## config.mk

```make
export PLATFORM = sky130hd
export DESIGN_NAME = load_align_unit
export DESIGN_NICKNAME = d
export VERILOG_FILES = /design/src/rtl/load_align_unit.sv
export SDC_FILE = /design/constraint.sdc
export NUM_CORES = 1
export LEC_CHECK = 0
export ABC_AREA = 0
export ABC_CLOCK_PERIOD_IN_PS = 2700
export CORE_ASPECT_RATIO = 1.75
export CORE_MARGIN = 2
export CORE_UTILIZATION = 30
export DETAILED_ROUTE_END_ITERATION = 8
export GPL_TIMING_DRIVEN = 1
export PLACE_DENSITY = 0.52
export SYNTH_ARGS = -nofsm -noshare
export SYNTH_HDL_FRONTEND = slang
export SYNTH_SLANG_ARGS = --single-unit
```

## constraint.sdc

```tcl
create_clock -name clk -period 2.7 [get_ports clk]
set_clock_uncertainty 0.1 [all_clocks]
set_input_delay 0.27 -clock clk [delete_from_list [all_inputs] [get_ports clk]]
set_output_delay 0.27 -clock clk [all_outputs]
set_load 0.03 [all_outputs]
```

## src/rtl/load_align_unit.sv

```systemverilog
// Load-alignment unit for the memory stage: accepts one load at a time,
// issues word-aligned bus reads (two beats for word-crossing loads), merges
// and extends the result, and returns it with a fault flag and tag.

package load_align_pkg;
  typedef enum logic [2:0] {
    MEM_BYTE   = 3'd0,
    MEM_BYTE_U = 3'd1,
    MEM_HALF   = 3'd2,
    MEM_HALF_U = 3'd3,
    MEM_WORD   = 3'd4
  } mem_op_e;
endpackage

module load_align_unit
  import load_align_pkg::*;
#(
  parameter int XLEN           = 32,
  parameter int TAG_W          = 5,
  parameter bit MISALIGN_SPLIT = 1'b1
) (
  input  logic             clk,
  input  logic             rst_n,
  input  logic             req_valid,
  output logic             req_ready,
  input  logic [XLEN-1:0]  req_addr,
  input  mem_op_e          req_op,
  input  logic [TAG_W-1:0] req_tag,
  output logic             mem_req,
  output logic [XLEN-1:0]  mem_addr,
  input  logic             mem_gnt,
  input  logic             mem_rvalid,
  input  logic [XLEN-1:0]  mem_rdata,
  input  logic             mem_err,
  output logic             rsp_valid,
  input  logic             rsp_ready,
  output logic [XLEN-1:0]  rsp_data,
  output logic             rsp_fault,
  output logic [TAG_W-1:0] rsp_tag
);

  typedef enum logic [2:0] {
    S_IDLE, S_REQ0, S_WAIT0, S_REQ1, S_WAIT1, S_RESP
  } state_e;

  state_e             r_state, w_state_nxt;
  mem_op_e            r_op;
  logic [1:0]         r_off;
  logic               r_cross;
  logic [XLEN-1:0]    r_beat0;
  logic               r_mem_req, w_mem_req_nxt;
  logic [XLEN-1:0]    r_mem_addr, w_mem_addr_nxt;
  logic               r_rsp_valid, w_rsp_valid_nxt;
  logic [XLEN-1:0]    r_rsp_data, w_rsp_data_nxt;
  logic               r_rsp_fault, w_rsp_fault_nxt;
  logic [TAG_W-1:0]   r_rsp_tag, w_rsp_tag_nxt;
  logic               w_accept, w_beat0_we;
  logic [2:0]         w_size;
  logic               w_legal_op, w_misal, w_cross, w_fault_req;

  // Shift the two-beat window down to the byte offset, then extend by op.
  function automatic logic [XLEN-1:0] align_extend(input mem_op_e op, input logic [1:0] off,
                                                   input logic [XLEN-1:0] lo, input logic [XLEN-1:0] hi);
    logic [XLEN-1:0] m;
    m = XLEN'({hi, lo} >> {off, 3'b000});
    case (op)
      MEM_BYTE:   return {{(XLEN-8){m[7]}}, m[7:0]};
      MEM_BYTE_U: return {{(XLEN-8){1'b0}}, m[7:0]};
      MEM_HALF:   return {{(XLEN-16){m[15]}}, m[15:0]};
      MEM_HALF_U: return {{(XLEN-16){1'b0}}, m[15:0]};
      default:    return m;
    endcase
  endfunction

  // Decode the incoming request: access size, legality, misalignment, crossing.
  always_comb begin
    // NOTE: every always_comb output gets a default first so no path can infer a latch.
    w_size     = 3'd0;
    w_legal_op = 1'b1;
    case (req_op)
      MEM_BYTE, MEM_BYTE_U: w_size = 3'd1;
      MEM_HALF, MEM_HALF_U: w_size = 3'd2;
      MEM_WORD:             w_size = 3'd4;
      default:              w_legal_op = 1'b0;
    endcase
    w_misal     = ((w_size == 3'd2) && req_addr[0]) ||
                  ((w_size == 3'd4) && (req_addr[1:0] != 2'b00));
    w_cross     = ({1'b0, req_addr[1:0]} + w_size) > 3'd4;
    w_fault_req = !w_legal_op || (!MISALIGN_SPLIT && w_misal);
  end

  // Next-state and next values of all registered outputs.
  always_comb begin
    w_state_nxt     = r_state;
    w_mem_req_nxt   = r_mem_req;
    w_mem_addr_nxt  = r_mem_addr;
    w_rsp_valid_nxt = r_rsp_valid;
    w_rsp_data_nxt  = r_rsp_data;
    w_rsp_fault_nxt = r_rsp_fault;
    w_rsp_tag_nxt   = r_rsp_tag;
    w_accept        = 1'b0;
    w_beat0_we      = 1'b0;
    case (r_state)
      S_IDLE: begin
        if (req_valid) begin
          w_accept      = 1'b1;
          w_rsp_tag_nxt = req_tag;
          if (w_fault_req) begin
            w_state_nxt     = S_RESP;
            w_rsp_valid_nxt = 1'b1;
            w_rsp_fault_nxt = 1'b1;
            w_rsp_data_nxt  = '0;
          end else begin
            w_state_nxt    = S_REQ0;
            w_mem_req_nxt  = 1'b1;
            w_mem_addr_nxt = {req_addr[XLEN-1:2], 2'b00};
          end
        end
      end
      S_REQ0: begin
        if (mem_gnt) begin
          w_state_nxt   = S_WAIT0;
          w_mem_req_nxt = 1'b0;
        end
      end
      S_WAIT0: begin
        if (mem_rvalid) begin
          w_beat0_we = 1'b1;
          if (mem_err) begin
            w_state_nxt     = S_RESP;
            w_rsp_valid_nxt = 1'b1;
            w_rsp_fault_nxt = 1'b1;
            w_rsp_data_nxt  = '0;
          end else if (r_cross) begin
            w_state_nxt    = S_REQ1;
            w_mem_req_nxt  = 1'b1;
            w_mem_addr_nxt = r_mem_addr + XLEN'(4);  // wraps naturally past the top word
          end else begin
            w_state_nxt     = S_RESP;
            w_rsp_valid_nxt = 1'b1;
            w_rsp_fault_nxt = 1'b0;
            w_rsp_data_nxt  = align_extend(r_op, r_off, mem_rdata, '0);
          end
        end
      end
      S_REQ1: begin
        if (mem_gnt) begin
          w_state_nxt   = S_WAIT1;
          w_mem_req_nxt = 1'b0;
        end
      end
      S_WAIT1: begin
        if (mem_rvalid) begin
          w_state_nxt     = S_RESP;
          w_rsp_valid_nxt = 1'b1;
          w_rsp_fault_nxt = mem_err;
          w_rsp_data_nxt  = mem_err ? '0 : align_extend(r_op, r_off, r_beat0, mem_rdata);
        end
      end
      S_RESP: begin
        if (rsp_ready) begin
          w_state_nxt     = S_IDLE;
          w_rsp_valid_nxt = 1'b0;
        end
      end
      default: w_state_nxt = S_IDLE;
    endcase
  end

  // State, request context and registered outputs.
  always_ff @(posedge clk or negedge rst_n) begin
    if (!rst_n) begin
      r_state     <= S_IDLE;
      r_op        <= MEM_BYTE;
      r_off       <= 2'b00;
      r_cross     <= 1'b0;
      r_beat0     <= '0;
      r_mem_req   <= 1'b0;
      r_mem_addr  <= '0;
      r_rsp_valid <= 1'b0;
      r_rsp_data  <= '0;
      r_rsp_fault <= 1'b0;
      r_rsp_tag   <= '0;
    end else begin
      // NOTE: non-blocking assignments so every register samples pre-edge values.
      r_state     <= w_state_nxt;
      r_mem_req   <= w_mem_req_nxt;
      r_mem_addr  <= w_mem_addr_nxt;
      r_rsp_valid <= w_rsp_valid_nxt;
      r_rsp_data  <= w_rsp_data_nxt;
      r_rsp_fault <= w_rsp_fault_nxt;
      r_rsp_tag   <= w_rsp_tag_nxt;
      if (w_accept) begin
        r_op    <= req_op;
        r_off   <= req_addr[1:0];
        r_cross <= w_cross;
      end
      if (w_beat0_we) begin
        r_beat0 <= mem_rdata;
      end
    end
  end

  assign req_ready = (r_state == S_IDLE);
  assign mem_req   = r_mem_req;
  assign mem_addr  = r_mem_addr;
  assign rsp_valid = r_rsp_valid;
  assign rsp_data  = r_rsp_data;
  assign rsp_fault = r_rsp_fault;
  assign rsp_tag   = r_rsp_tag;

endmodule

```

# ---- Word-level counts from Yosys, hierarchy flattened
# Index checks and enable logic that the tools add are counted.
dict set report op_classes {
  add_sub_neg 2
  magnitude_cmp 1
  eq_ne 24
  shift 2
  mux 52
  n_reduce_logical 17
}
# cell count
set ops {}
lappend ops {{$mux 32} 12}
lappend ops {{$pmux 32 s4} 2}
lappend ops {{$pmux 32 s3} 1}
lappend ops {{$pmux 32 s2} 1}
lappend ops {{$shr 64x5->32} 1}
lappend ops {{$add 32x3->32 const B} 1}
lappend ops {{$shr 32x5->32} 1}
lappend ops {{$mux 3} 9}
lappend ops {{$mux 1} 22}
lappend ops {{$eq 3x2->1 const B} 6}
lappend ops {{$ne 2x2->1 const B} 9}
lappend ops {{$pmux 3 s6} 1}
lappend ops {{$reduce_and 6->1} 3}
lappend ops {{$reduce_and 7->1} 2}
lappend ops {{$eq 3x1->1 const B} 3}
lappend ops {{$eq 3x3->1 const B} 3}
lappend ops {{$logic_not 3->1} 3}
lappend ops {{$pmux 3 s3} 1}
lappend ops {{$pmux 1 s3} 2}
lappend ops {{$reduce_bool 3->1} 2}
lappend ops {{$reduce_or 2->1} 3}
lappend ops {{$reduce_or 5->1} 1}
lappend ops {{$ne 2x1->1 const B} 2}
lappend ops {{$pmux 1 s4} 1}
lappend ops {{other kinds (6)} 6}
dict set report word_totals {
  regBits 113
  input_bits 79
  word_cells 109
}

# ---- Depth between registers and ports, before layout
# Gate-level depths: netlist of run 1.
dict set report depth {
  depth_word 6
  ltp_mapped 8
}

# ---- Least setup slack after synthesis of run 1
# No wires, ideal clock.
dict set report synth_timing {
  path_kind {register to register}
  startpoint {register r_state[2]}
  endpoint {register r_off[0]}
  setup_time_ns 0.125
  arrival_time_ns 2.317
  required_time_ns 2.475
  slack_ns 0.158
  stages_incl_launch_ff 6
  period_less_slack_ns 2.542
  cell_sequence {dfrtp_1 clkbuf_1 nor3_1 and2_1 clkbuf_1 mux2_2}
}
dict set report synth_between {
  elab_chain_len 2
}
# element line
set synth_rtl {}
lappend synth_rtl {{start: declaration} 46} ;# state_e r_state, w_state_nxt;
lappend synth_rtl {{start signal: assignment} 186} ;# r_state <= w_state_nxt;
lappend synth_rtl {{$logic_not 3->1} n/a}
lappend synth_rtl {{net req_ready} 25} ;# output logic req_ready,
lappend synth_rtl {{$mux 1} 103} ;# case (r_state)
lappend synth_rtl {{end signal: assignment} 195} ;# r_off <= req_addr[1:0];
lappend synth_rtl {{end: declaration} 48} ;# logic [1:0] r_off;
# The timed path passes the listed nets, and every way through them passes these cells.
# A chain may end at the register's enable or synchronous reset.

# ---- Worst setup path in the final report of run 1
dict set report layout_timing {
  startpoint {register r_state[1]}
  endpoint {register r_rsp_data[16], in the netlist rsp_data[16]}
}
dict set report layout_between {
  elab_chain_len 3
}
# element line
set layout_rtl {}
lappend layout_rtl {{$eq 3x2->1, or another cell as far along} 103}
lappend layout_rtl {{$ne 3x3->1 (no source line), or another cell as far along} n/a}
lappend layout_rtl {{$reduce_and 6->1 (no source line)} n/a}
lappend layout_rtl {{end signal: assignment} 190} ;# r_rsp_data <= w_rsp_data_nxt;
lappend layout_rtl {{end: declaration} 54} ;# logic [XLEN-1:0] r_rsp_data, w_rsp_data_nxt;
# Several ways; a longest one is shown, not always the timed one.

==> key figures, run 1 <==
Worst setup path
  • CP Max Fanout: 15
  • Critical Path RT: 2.91 ns
  • Crit. Startpoint: r_state[1]
  • Kind of critical path: reg -> reg
  • CP Launch Type: flop
  • Crit end category: flop
  • R2R cell count: 5
  • Reg2reg start: r_state[1]
  • Arrival @ worst endpoint: 2.69 ns

STA
  • Crit share post-route: 91.66%
  • Final TNS setup: 0 ns
  • Relative slew slack: 38.37%
  • Worst-margin pin slew: 0.9176 ns
  • Max-slew violations: 0
  • RSZ-0062 raised after global routing: false
  • Hold slack final: 0.2960 ns
  • Count of final setup violators: 0
  • Final min period: 2.475 ns
  • Max frequency: 404.1 MHz
  • Hold Vio Cnt, Final: 0

GRT
  • Tot GR Track Use: 19.68%
  • Initial antenna violation count: 0
  • Grt ovf: 0
  • First-pass GRT wire length: 37,120 microns
  • Largest net degree at the start of global routing: 66
  • Vias in the first global route: 6,536

Pwr
  • Pleak: 3.668 nW
  • Power Density: 1191 nW/um^2
  • Maximum vdd drop: 461.1 uV

Yosys
  • Count leader, synth: dfrtp_1
  • Yosys reg bits: 111
  • Simple-gate share of the synthesized area: 14.15%
  • Avg Cell Area, Syn: 9.388 sq um
  • EDFF count, synth: 0
  • Sequential fraction of the synthesis area: 40.81%
  • Async set-reset flop share out of synthesis: 100.0%
  • Synth Area in Adders: 0.6618%
  • Post-synthesis mux area share: 16.93%
  • Largest family of logic cells by synthesized area: compound AO/OA/AOI/OAI gates
  • Yosys top cell area share: 40.81%
  • Post-synthesis compound-gate area fraction: 22.65%
  • YS warnings: 0
  • Synth unique cells: 61
  • Area contributors post-synth: dfrtp_1, mux2i_1, mux2_2, o21ai_0, a21oi_1
  • Post-Synthesis Cells: 725
  • Synth Cell Area: 6807 sq um
  • Post-synth top area cell: dfrtp_1
  • Top_reg_cell synth: dfrtp_1
  • Post-synthesis xor/xnor area fraction: 0.2574%
  • Most frequent cells after synthesis: dfrtp_1, nand2_1, mux2i_1

CTS
  • CTS Root Cell: clkbuf_16
  • H-tree depth: 3
  • Postcts setup bufs: 0
  • CTS tree: built
  • # clock sinks: 111
  • Max Buffers Root-to-Sink: 2
  • CTS buffer count: 9
  • CTS resizes: 0
  • Worst-path clk slew: 0.09 ns
  • Clock latency on the worst-skew pair: 0.37 ns

Route
  • Via/cell ratio: 5.394
  • DRT iter0 DRCs: 345
  • Number of remaining DRC errors: 0
  • Total wire length: 23,530 microns
  • First-pass DRT Iterations: 5
  • Via count: 6,327
  • Routed WL per cell: 20.06 microns
  • Post-route ant nets: 0

Die
  • Site row count: 72
  • Core Area: 22,160 sq um
  • Die Width: 117.9 microns
  • Starting Density: 30.71%
  • Die area: 23,960 sq um
  • Number of I/O pins: 152
  • Die Ht: 203.3 microns

Finish
  • Fin area: 9124 sq um
  • NumNets Final: 954
  • Layout cells sized above 1: 13.34%
  • Area grow syn2layout: 34.04%
  • Post-Layout Cell Count: 1,173
  • Ant diodes: 0

Placement
  • Placed Area: 8825 sq um
  • GP Congestion: 0.8244
  • Placed cells: 1,156
  • Port bufs: 149
  • HPWL after detailed placement: 17,200 microns

Flow run
  • Max Cap Violations: 0

Run status
  • Outcome: complete, no violations

Min path
  • Hold Path Class: in -> async
==> sequential cells by signal (all words and copies together), names as in the netlist <==
signal / flops
r_beat0: 32
rsp_data: 32
mem_addr: 30
rsp_tag: 5
r_op: 3
r_state: 3
r_off: 2
mem_req: 1
r_cross: 1
rsp_fault: 1
rsp_valid: 1
==> worst max-delay path, stage by stage (launching register included) <==
cell and delay, ns:
dfrtp_1 0.44, mux2i_1 0.16, a221o_1 0.48, nor4_4 0.84, a21boi_0 0.27, a221o_1 0.14
==> layout make-up <==
cell class / instances / area, sq um
clock buffers: 10 / 239.0
multi-input cells: 547 / 3740
clock inverters: 6 / 50.05
fillers: 2267 / 13040
inverters: 11 / 41.29
repair buffers: 192 / 1902
well taps: 296 / 370.4
flip-flops and latches: 111 / 2781
==> what timing repair did <==
action / CTS / global route
endpoints found under the setup margin: 0 / 0
hold buffers: 1 / 0
hold endpoints to repair: 30 / 0
==> power breakdown <==
group,switching (mW),total [mW],leakage (nW),internal [mW]
Combinational,3.58,6.31,2.16,2.73
Clock,0.697,1.36,0.136,0.666
Sequential,0.783,3.20,1.37,2.42
Total,5.06,10.9,3.67,5.81
==> layout by cell type (no fill, tap or decap), types with 4 or more instances in the layout <==
cell	count
clkdlybuf4s50_1	148
dfrtp_1	110
nand2_1	61
mux2i_1	60
nor2_1	58
o21ai_0	55
a21oi_1	50
mux2_2	44
buf_4	36
nand3_1	28
o22ai_1	19
a2bb2oi_1	18
a22oi_1	15
o221ai_1	14
nand4_1	12
inv_1	11
a211oi_1	10
a221o_1	9
clkbuf_16	9
nor3_1	8
a21boi_0	8
buf_12	7
o22a_1	5
nor2b_1	5
o211ai_1	5
a31oi_1	4
and2_1	4
or3_1	4
nand2b_1	4
==> cell families after synthesis <==
family          Yosys count
simple gates            202
xor+xnor                  2
other cells               1
flops                   111
compound gates          231
fa+ha+maj                 3
buf+inv                  68
mux                     107
==> stage by stage <==
stage / setup WS, ns / util (%) / power (mW)
5_1_grt: 0.03569 / 41.17 / 11.58
4_1_cts: 0.1996 / 41.17 / 10.95
2_1_floorplan: 0.1578 / - / 7.113
3_3_place_gp: -0.05227 / 39.82 / 9.521
3_5_place_dp: -0.08170 / 39.82 / 9.550
6_report: 0.2251 / 41.17 / 10.87
==> path summary, 6_finish.rpt <==
| path | endpoint | slack (ns) |
|---|---|---|
| max in group asynchronous | r_beat0[13] | 1.52 |
| worst max register to register | rsp_data[16] | 0.23 |
| worst min-delay path | mem_addr[6] | 0.30 |
| min in group clk | mem_addr[3] | 0.36 |
| worst max-delay path | rsp_data[16] | 0.23 |
| worst min register to register | rsp_data[6] | 0.40 |
==> per-layer routing <==
metal / wire length (microns) / GRT usage [%]
met5: 0 / 0
met4: 577 / 7.702
met3: 1090 / 3.775
met2: 13010 / 36.67
met1: 8851 / 21.87
No activity file was read; power rests on OpenSTA's default activity.
==> run 2, diff against run 1 <==
--- a/config.mk
+++ b/config.mk
@@ -6,13 +6,12 @@
 export NUM_CORES = 1
 export LEC_CHECK = 0
 export ABC_AREA = 0
-export ABC_CLOCK_PERIOD_IN_PS = 2700
+export ABC_CLOCK_PERIOD_IN_PS = 2000
 export CORE_ASPECT_RATIO = 1.75
 export CORE_MARGIN = 2
 export CORE_UTILIZATION = 30
 export DETAILED_ROUTE_END_ITERATION = 8
 export GPL_TIMING_DRIVEN = 1
-export PLACE_DENSITY = 0.52
 export SYNTH_ARGS = -nofsm -noshare
 export SYNTH_HDL_FRONTEND = slang
 export SYNTH_SLANG_ARGS = --single-unit
==> constraint.sdc (replaced) <==
create_clock -name clk -period 2 [get_ports clk]
set_clock_uncertainty 0.1 [all_clocks]
set_input_delay 0.2 -clock clk [delete_from_list [all_inputs] [get_ports clk]]
set_output_delay 0.2 -clock clk [all_outputs]
set_load 0.01 [all_outputs]
==> run 2 against run 1 <==
The flow now finishes with violations (setup timing). Die area unchanged. Maximum frequency up 21%. Critical path depth unchanged. Cell area up 8.5%. Cell count up 5.5%. Sequential share of layout area down 2.4 points. Sequential power up 31%. Global-route usage down 0.47 points. Hold slack worse by 0.039 ns. Via count up 6.2%. First-iteration DRC count down 5.2%. Critical path type unchanged. Largest power group unchanged.
==> key figures, run 2 (same netlist as run 1, synthesis figures left out) <==
Finish
  • Commonest non-fill, non-tap cells in the layout: clkdlybuf4s50_1, dfrtp_1, buf_4, nand2_1, nor2_1 (was clkdlybuf4s50_1, dfrtp_1, nand2_1, mux2i_1, nor2_1)
  • Post-Layout Cell Count: 1,237 (was 1,173)
  • Fill count: 2,179 (was 2,267)
  • Ant diodes: 0 (unchanged)
  • Commonest non-fill, non-tap cell in the layout: clkdlybuf4s50_1 (unchanged)
  • Layout cells sized above 1: 22.10% (was 13.34%)
  • Fin area: 9898 sq um (was 9124 sq um)
  • NumNets Final: 1,018 (was 954)
  • Area grow syn2layout: 45.42% (was 34.04%)

Worst setup path
  • Crit end category: flop (unchanged)
  • Arrival @ worst endpoint: 2.20 ns (was 2.69 ns)
  • Kind of critical path: reg -> reg (unchanged)
  • CP Launch Type: flop (unchanged)
  • Critical Path RT: 2.15 ns (was 2.91 ns)
  • CP Max Fanout: 13 (was 15)

STA
  • Final TNS setup: -0.3265 ns (was 0 ns)
  • Crit share post-route: 102.5% (was 91.66%)
  • Hold Vio Cnt, Final: 0 (unchanged)
  • RSZ-0062 raised after global routing: true (was false)
  • Final Worst Setup Slack: -0.05029 ns (was 0.2251 ns)
  • Worst-margin pin slew: 0.7190 ns (was 0.9176 ns)
  • Relative slew slack: 51.89% (was 38.37%)
  • Max-slew violations: 0 (unchanged)
  • Final min period: 2.050 ns (was 2.475 ns)
  • Max frequency: 487.7 MHz (was 404.1 MHz)
  • Count of final setup violators: 12 (was 0)

CTS
  • Worst-path clk slew: 0.08 ns (was 0.09 ns)
  • CTS buffer count: 9 (unchanged)
  • Clock latency on the worst-skew pair: 0.37 ns (about the same)
  • Max Buffers Root-to-Sink: 2 (unchanged)
  • CTS Root Cell: clkbuf_16 (unchanged)
  • CTS tree: built (unchanged)
  • H-tree depth: 3 (unchanged)
  • # clock sinks: 111 (unchanged)

GRT
  • Tot GR Track Use: 19.21% (was 19.68%)
  • Initial antenna violation count: 0 (unchanged)
  • Largest net degree at the start of global routing: 62 (was 66)
  • First-pass GRT wire length: 36,430 microns (was 37,120 microns)
  • Grt ovf: 0 (unchanged)
  • Vias in the first global route: 6,757 (was 6,536)

Run status
  • Outcome: finished, violations left (was complete, no violations)
  • Violated checks: setup timing

Placement
  • Worst slack, placed: -0.3471 ns (was -0.08170 ns)
  • Placed cells: 1,215 (was 1,156)
  • GP Congestion: 0.8282 (was 0.8244)
  • Placed Area: 9351 sq um (was 8825 sq um)
  • HPWL after detailed placement: 17,390 microns (was 17,200 microns)
  • Port bufs: 149 (unchanged)

Route
  • Via count: 6,721 (was 6,327)
  • Total wire length: 23,590 microns (was 23,530 microns)
  • Routed WL per cell: 19.07 microns (was 20.06 microns)
  • Via/cell ratio: 5.433 (was 5.394)
  • Post-route ant nets: 0 (unchanged)
  • First-pass DRT Iterations: 5 (unchanged)
  • DRT iter0 DRCs: 327 (was 345)
  • Number of remaining DRC errors: 0 (unchanged)

Flow run
  • Max Cap Violations: 0 (unchanged)

Pwr
  • Pleak: 4.098 nW (was 3.668 nW)
  • Maximum vdd drop: 555.9 uV (was 461.1 uV)
  • Power Density: 1523 nW/um^2 (was 1191 nW/um^2)

Die
  • Die area: 23,960 sq um (unchanged)
  • Core Area: 22,160 sq um (unchanged)
  • Die Ht: 203.3 microns (unchanged)
  • Number of I/O pins: 152 (unchanged)
  • Die Width: 117.9 microns (unchanged)
  • Site row count: 72 (unchanged)
  • Starting Density: 30.71% (unchanged)

Min path
  • Hold Path Class: in -> async (unchanged)
==> run 2: cell types whose count changed in the layout (fill, tap and decap cells not counted), sizes merged <==
cell           change
inv                +2
bufinv             +1
clkbuf             +2
clkinvlp           -2
buf               +61
dlygate4sd2        +1
clkdlybuf4s50      -1
==> run 2: what timing repair did <==
| action | in CTS | in global routing |
|---|---|---|
| cloned | 0 | 3 |
| hold buffers | 1 | 0 |
| hold endpoints to repair | 111 | 0 |
| setup buffers | 0 | 2 |
| pin swaps | 1 | 2 |
| endpoints found under the setup margin | 22 | 35 |
| gates resized for setup | 13 | 35 |
==> run 2: worst paths after layout <==
| check | start | end | slack [ns] | depth (start not counted) |
|---|---|---|---|---|
| worst max-delay path | r_state[1] | rsp_data[23] | -0.05 | 5 |
| worst min-delay path | rst_n | mem_addr[7] | 0.26 | 3 |
| worst max register to register | r_state[1] | rsp_data[23] | -0.05 | 5 |
| worst min register to register | rsp_data[5] | rsp_data[5] | 0.40 | 2 |
| max in group asynchronous | rst_n | r_beat0[19] | 1.21 | 3 |
| min in group clk | req_addr[3] | mem_addr[3] | 0.30 | 3 |
==> run 2: worst max-delay path, cell delays in order, from the launching register on <==
cell,delay (ns)
dfrtp_2,0.45
mux2i_1,0.15
a221o_1,0.38
or2_4,0.32
clkbuf_16,0.19
a221o_1,0.34
==> run 2: through the flow <==
step | power [mW] | hold WS, ns | util, %
finish | 15.07 | 0.2572 | 44.66
global route | 16.01 | 0.2864 | 44.66
CTS | 14.70 | 0.2730 | 43.81
detailed placement | 12.63 | 0.1227 | 42.20
global placement | 12.54 | 0.1302 | 42.20
floorplan | 8.756 | -0.1956 | -
==> run 2: power by group <==
part	internal [mW]	switching [mW]	total (mW)
clock	1.01	0.958	1.97
combinational	4.58	4.34	8.91
sequential	3.26	0.931	4.19
total	8.85	6.22	15.1
==> run 2: area by class of cell <==
class                      instances  area [sq um]  area share, %
multi-input combinational        547          3856          38.96
sequential                       111          2781          28.10
timing repair buffer             256          2531          25.57
tap                              296         370.4          3.742
clock buffer                       9         225.2          2.275
clock inverter                     7         92.59         0.9354
inverter                          11         41.29         0.4171
==> run 2: per-layer routing <==
layer	global-route usage (%)	wire length, microns	vias up
li1	-	-	3145
met2	37.83	13250	219
met5	0	0	-
met1	19.94	8557	3316
met4	7.530	669	0
met3	3.132	1118	41
==> run 3, diff against run 2 <==
--- a/config.mk
+++ b/config.mk
@@ -7,11 +7,14 @@
 export LEC_CHECK = 0
 export ABC_AREA = 0
 export ABC_CLOCK_PERIOD_IN_PS = 2000
+export CELL_PAD_IN_SITES_DETAIL_PLACEMENT = 0
+export CELL_PAD_IN_SITES_GLOBAL_PLACEMENT = 2
 export CORE_ASPECT_RATIO = 1.75
 export CORE_MARGIN = 2
-export CORE_UTILIZATION = 30
+export CORE_UTILIZATION = 28
 export DETAILED_ROUTE_END_ITERATION = 8
 export GPL_TIMING_DRIVEN = 1
+export PLACE_DENSITY_LB_ADDON = 0.1
 export SYNTH_ARGS = -nofsm -noshare
 export SYNTH_HDL_FRONTEND = slang
 export SYNTH_SLANG_ARGS = --single-unit
==> run 3 against run 2 <==
The flow still finishes with violations (setup timing). Critical endpoint is now rsp_data[26]. Non-clock buffer count grew 19. First-iteration DRC count shrank 6.7%. Flip-flop and latch count is the same. Cell area rose by 1.8%. Register-to-register slack barely moved. Combinational power increased by 3.8%. Die area increased by 6.9%. Critical path type unchanged. Via count is essentially flat. Utilization down 2.6 points. Setup slack lost 0.013 ns. Maximum frequency decreased by 0.61%. Sequential power barely moved.
==> key figures, run 3 (same netlist as run 1, synthesis figures left out) <==
Route
  • Total wire length: 26,320 microns (was 23,590 microns)
  • Post-route ant nets: 0 (unchanged)
  • Via/cell ratio: 5.305 (was 5.433)
  • DRT iter0 DRCs: 305 (was 327)
  • Via count: 6,727 (was 6,721)
  • Number of remaining DRC errors: 0 (unchanged)
  • First-pass DRT Iterations: 5 (unchanged)
  • Routed WL per cell: 20.76 microns (was 19.07 microns)

Worst setup path
  • CP Max Fanout: 8 (was 13)
  • Critical Path RT: 2.18 ns (was 2.15 ns)
  • Crit end category: flop (unchanged)
  • Arrival @ worst endpoint: 2.24 ns (was 2.20 ns)
  • CP top delay family: simple AND/OR/NAND/NOR gates (was compound AO/OA/AOI/OAI gates)
  • Kind of critical path: reg -> reg (unchanged)
  • Crit path largest cell delay: 0.55 ns (was 0.45 ns)
  • Critical Path, Cell by Cell: mux2_4, nor3_2, or4_4, o221a_4, a22oi_1 (was mux2i_1, a221o_1, or2_4, clkbuf_16, a221o_1)
  • Worst path bufs/invs: 0 (was 1)
  • CP Launch Type: flop (unchanged)
  • Critical path's slowest cell: dfrtp_4 (was dfrtp_2)

Run status
  • Outcome: finished, violations left (unchanged)
  • Violated checks: setup timing (unchanged)

GRT
  • Tot GR Track Use: 20.94% (was 19.21%)
  • Vias in the first global route: 7,249 (was 6,757)
  • Grt ovf: 0 (unchanged)
  • Largest net degree at the start of global routing: 37 (was 62)
  • Initial antenna violation count: 0 (unchanged)
  • First-pass GRT wire length: 40,920 microns (was 36,430 microns)

Die
  • Site row count: 75 (was 72)
  • Die Width: 121.9 microns (was 117.9 microns)
  • Number of I/O pins: 152 (unchanged)
  • Starting Density: 28.44% (was 30.71%)
  • Core Area: 23,930 sq um (was 22,160 sq um)
  • Die Ht: 210.3 microns (was 203.3 microns)
  • Die area: 25,620 sq um (was 23,960 sq um)

Pwr
  • Register share of total power: 27.3% (was 27.8%)
  • Power Internal: 8.880 mW (was 8.850 mW)
  • Comb pwr share: 60.2% (was 59.1%)
  • Switching Fraction: 42.17% (was 41.29%)
  • Pleak: 4.159 nW (was 4.098 nW)
  • Pwr Total: 15.36 mW (was 15.07 mW)
  • Clock share of power: 12.5% (was 13.1%)
  • Power Density: 1524 nW/um^2 (was 1523 nW/um^2)
  • Maximum vdd drop: 500.9 uV (was 555.9 uV)
  • NetSw: 6.476 mW (was 6.224 mW)

Placement
  • HPWL after detailed placement: 19,960 microns (was 17,390 microns)
  • GP Congestion: 0.8695 (was 0.8282)
  • Placed cells: 1,244 (was 1,215)
  • Port bufs: 149 (unchanged)

Finish
  • Ant diodes: 0 (unchanged)
  • Post-Layout Cell Count: 1,268 (was 1,237)
  • Commonest non-fill, non-tap cells in the layout: clkdlybuf4s50_1, buf_4, dfrtp_1, nand2_1 (was clkdlybuf4s50_1, dfrtp_1, buf_4, nand2_1, nor2_1)
  • NumNets Final: 1,037 (was 1,018)
  • Area grow syn2layout: 48.02% (was 45.42%)
  • Commonest non-fill, non-tap cell in the layout: clkdlybuf4s50_1 (unchanged)
  • Layout cells sized above 1: 25.21% (was 22.10%)

STA
  • Final TNS setup: -0.4268 ns (was -0.3265 ns)
  • Final min period: 2.063 ns (was 2.050 ns)
  • Crit share post-route: 103.1% (was 102.5%)
  • Final Worst Setup Slack: -0.06297 ns (was -0.05029 ns)
  • Max-slew violations: 0 (unchanged)
  • Hold Vio Cnt, Final: 0 (unchanged)
  • Worst-margin pin slew: 0.5530 ns (was 0.7190 ns)
  • Count of final setup violators: 16 (was 12)
  • Hold slack final: 0.2616 ns (was 0.2572 ns)
  • RSZ-0062 raised after global routing: true (unchanged)
  • Max frequency: 484.7 MHz (was 487.7 MHz)
  • Relative slew slack: 63.13% (was 51.89%)

CTS
  • Max Buffers Root-to-Sink: 2 (unchanged)
  • H-tree depth: 3 (unchanged)
  • CTS tree: built (unchanged)
  • CTS buffer count: 9 (unchanged)
  • CTS Root Cell: clkbuf_16 (unchanged)
  • Clock latency on the worst-skew pair: 0.37 ns (about the same)
  • # clock sinks: 111 (unchanged)
  • Worst-path clk slew: 0.08 ns (about the same)

Flow run
  • Max Cap Violations: 0 (unchanged)

Min path
  • Hold Path Class: in -> async (unchanged)
[run 3: cell count changes in the layout (fill, tap and decap cells not counted), moves of 4 or more]
cell / change
o21ai_0: -4
buf_4: +23
inv_6: -4
a21boi_2: +4
o21ai_1: +4
[run 3: per-stage QoR]
step	area (sq um)	util, %	setup slack, ns
final	10070	42.10	-0.06297
after global routing	10070	42.10	-0.1400
after CTS	9864	41.22	-0.05096
after floorplan	6849	-	-0.008761
after detailed placement	9484	39.63	-0.3392
after global placement	9484	39.63	-0.3190
[run 3: cell type report]
type / count / area (sq um)
clock buffer: 9 / 225.2
clock inverter: 7 / 73.82
fill: 2404 / 13850
inverter: 11 / 41.29
multi-input combinational: 547 / 3944
sequential: 111 / 2784
tap: 308 / 385.4
timing repair buffer: 275 / 2621
[run 3: per-layer routing]
metal	vias up	GRT usage (%)	wire length, microns
met5	-	0	0
met4	0	11.06	1157
met3	63	3.220	951
met2	174	39.26	14660
met1	3312	21.91	9554
li1	3178	-	-
[run 3: power groups by stage]
stage               sequential, mW  clock (mW)  combinational (mW)
finish                        4.20        1.91                9.25
global route                  4.34        2.04                10.0
CTS                           4.19        1.98                8.96
detailed placement            4.22           0                8.80
global placement              4.19           0                8.69
floorplan                     4.26           0                4.50
[run 3: worst reg2reg max path, stage by stage, from the launching register on]
cell and delay, ns:
dfrtp_4 0.55, mux2_4 0.25, nor3_2 0.05, or4_4 0.52
o221a_4 0.30, a22oi_1 0.21
[run 3: what timing repair did]
action,CTS,global route
hold endpoints to repair,29,0
endpoints found under the setup margin,33,39
resized for setup,28,43
cloned,0,1
pin swaps,0,8
setup buffers,1,5
hold buffers,1,0
[run 3: path summary, 6_finish.rpt]
| path | end | cells past startpoint | slack (ns) | from |
|---|---|---|---|---|
| setup reg to reg | rsp_data[26] | 5 | -0.06 | r_off[0] |
| min in group clk | mem_addr[3] | 3 | 0.31 | req_addr[3] |
| hold / removal | rsp_valid | 2 | 0.26 | rst_n |
| setup / recovery | rsp_data[26] | 5 | -0.06 | r_off[0] |
| hold reg to reg | rsp_data[15] | 2 | 0.40 | rsp_data[15] |
| max in group asynchronous | r_op[2] | 3 | 0.87 | rst_n |
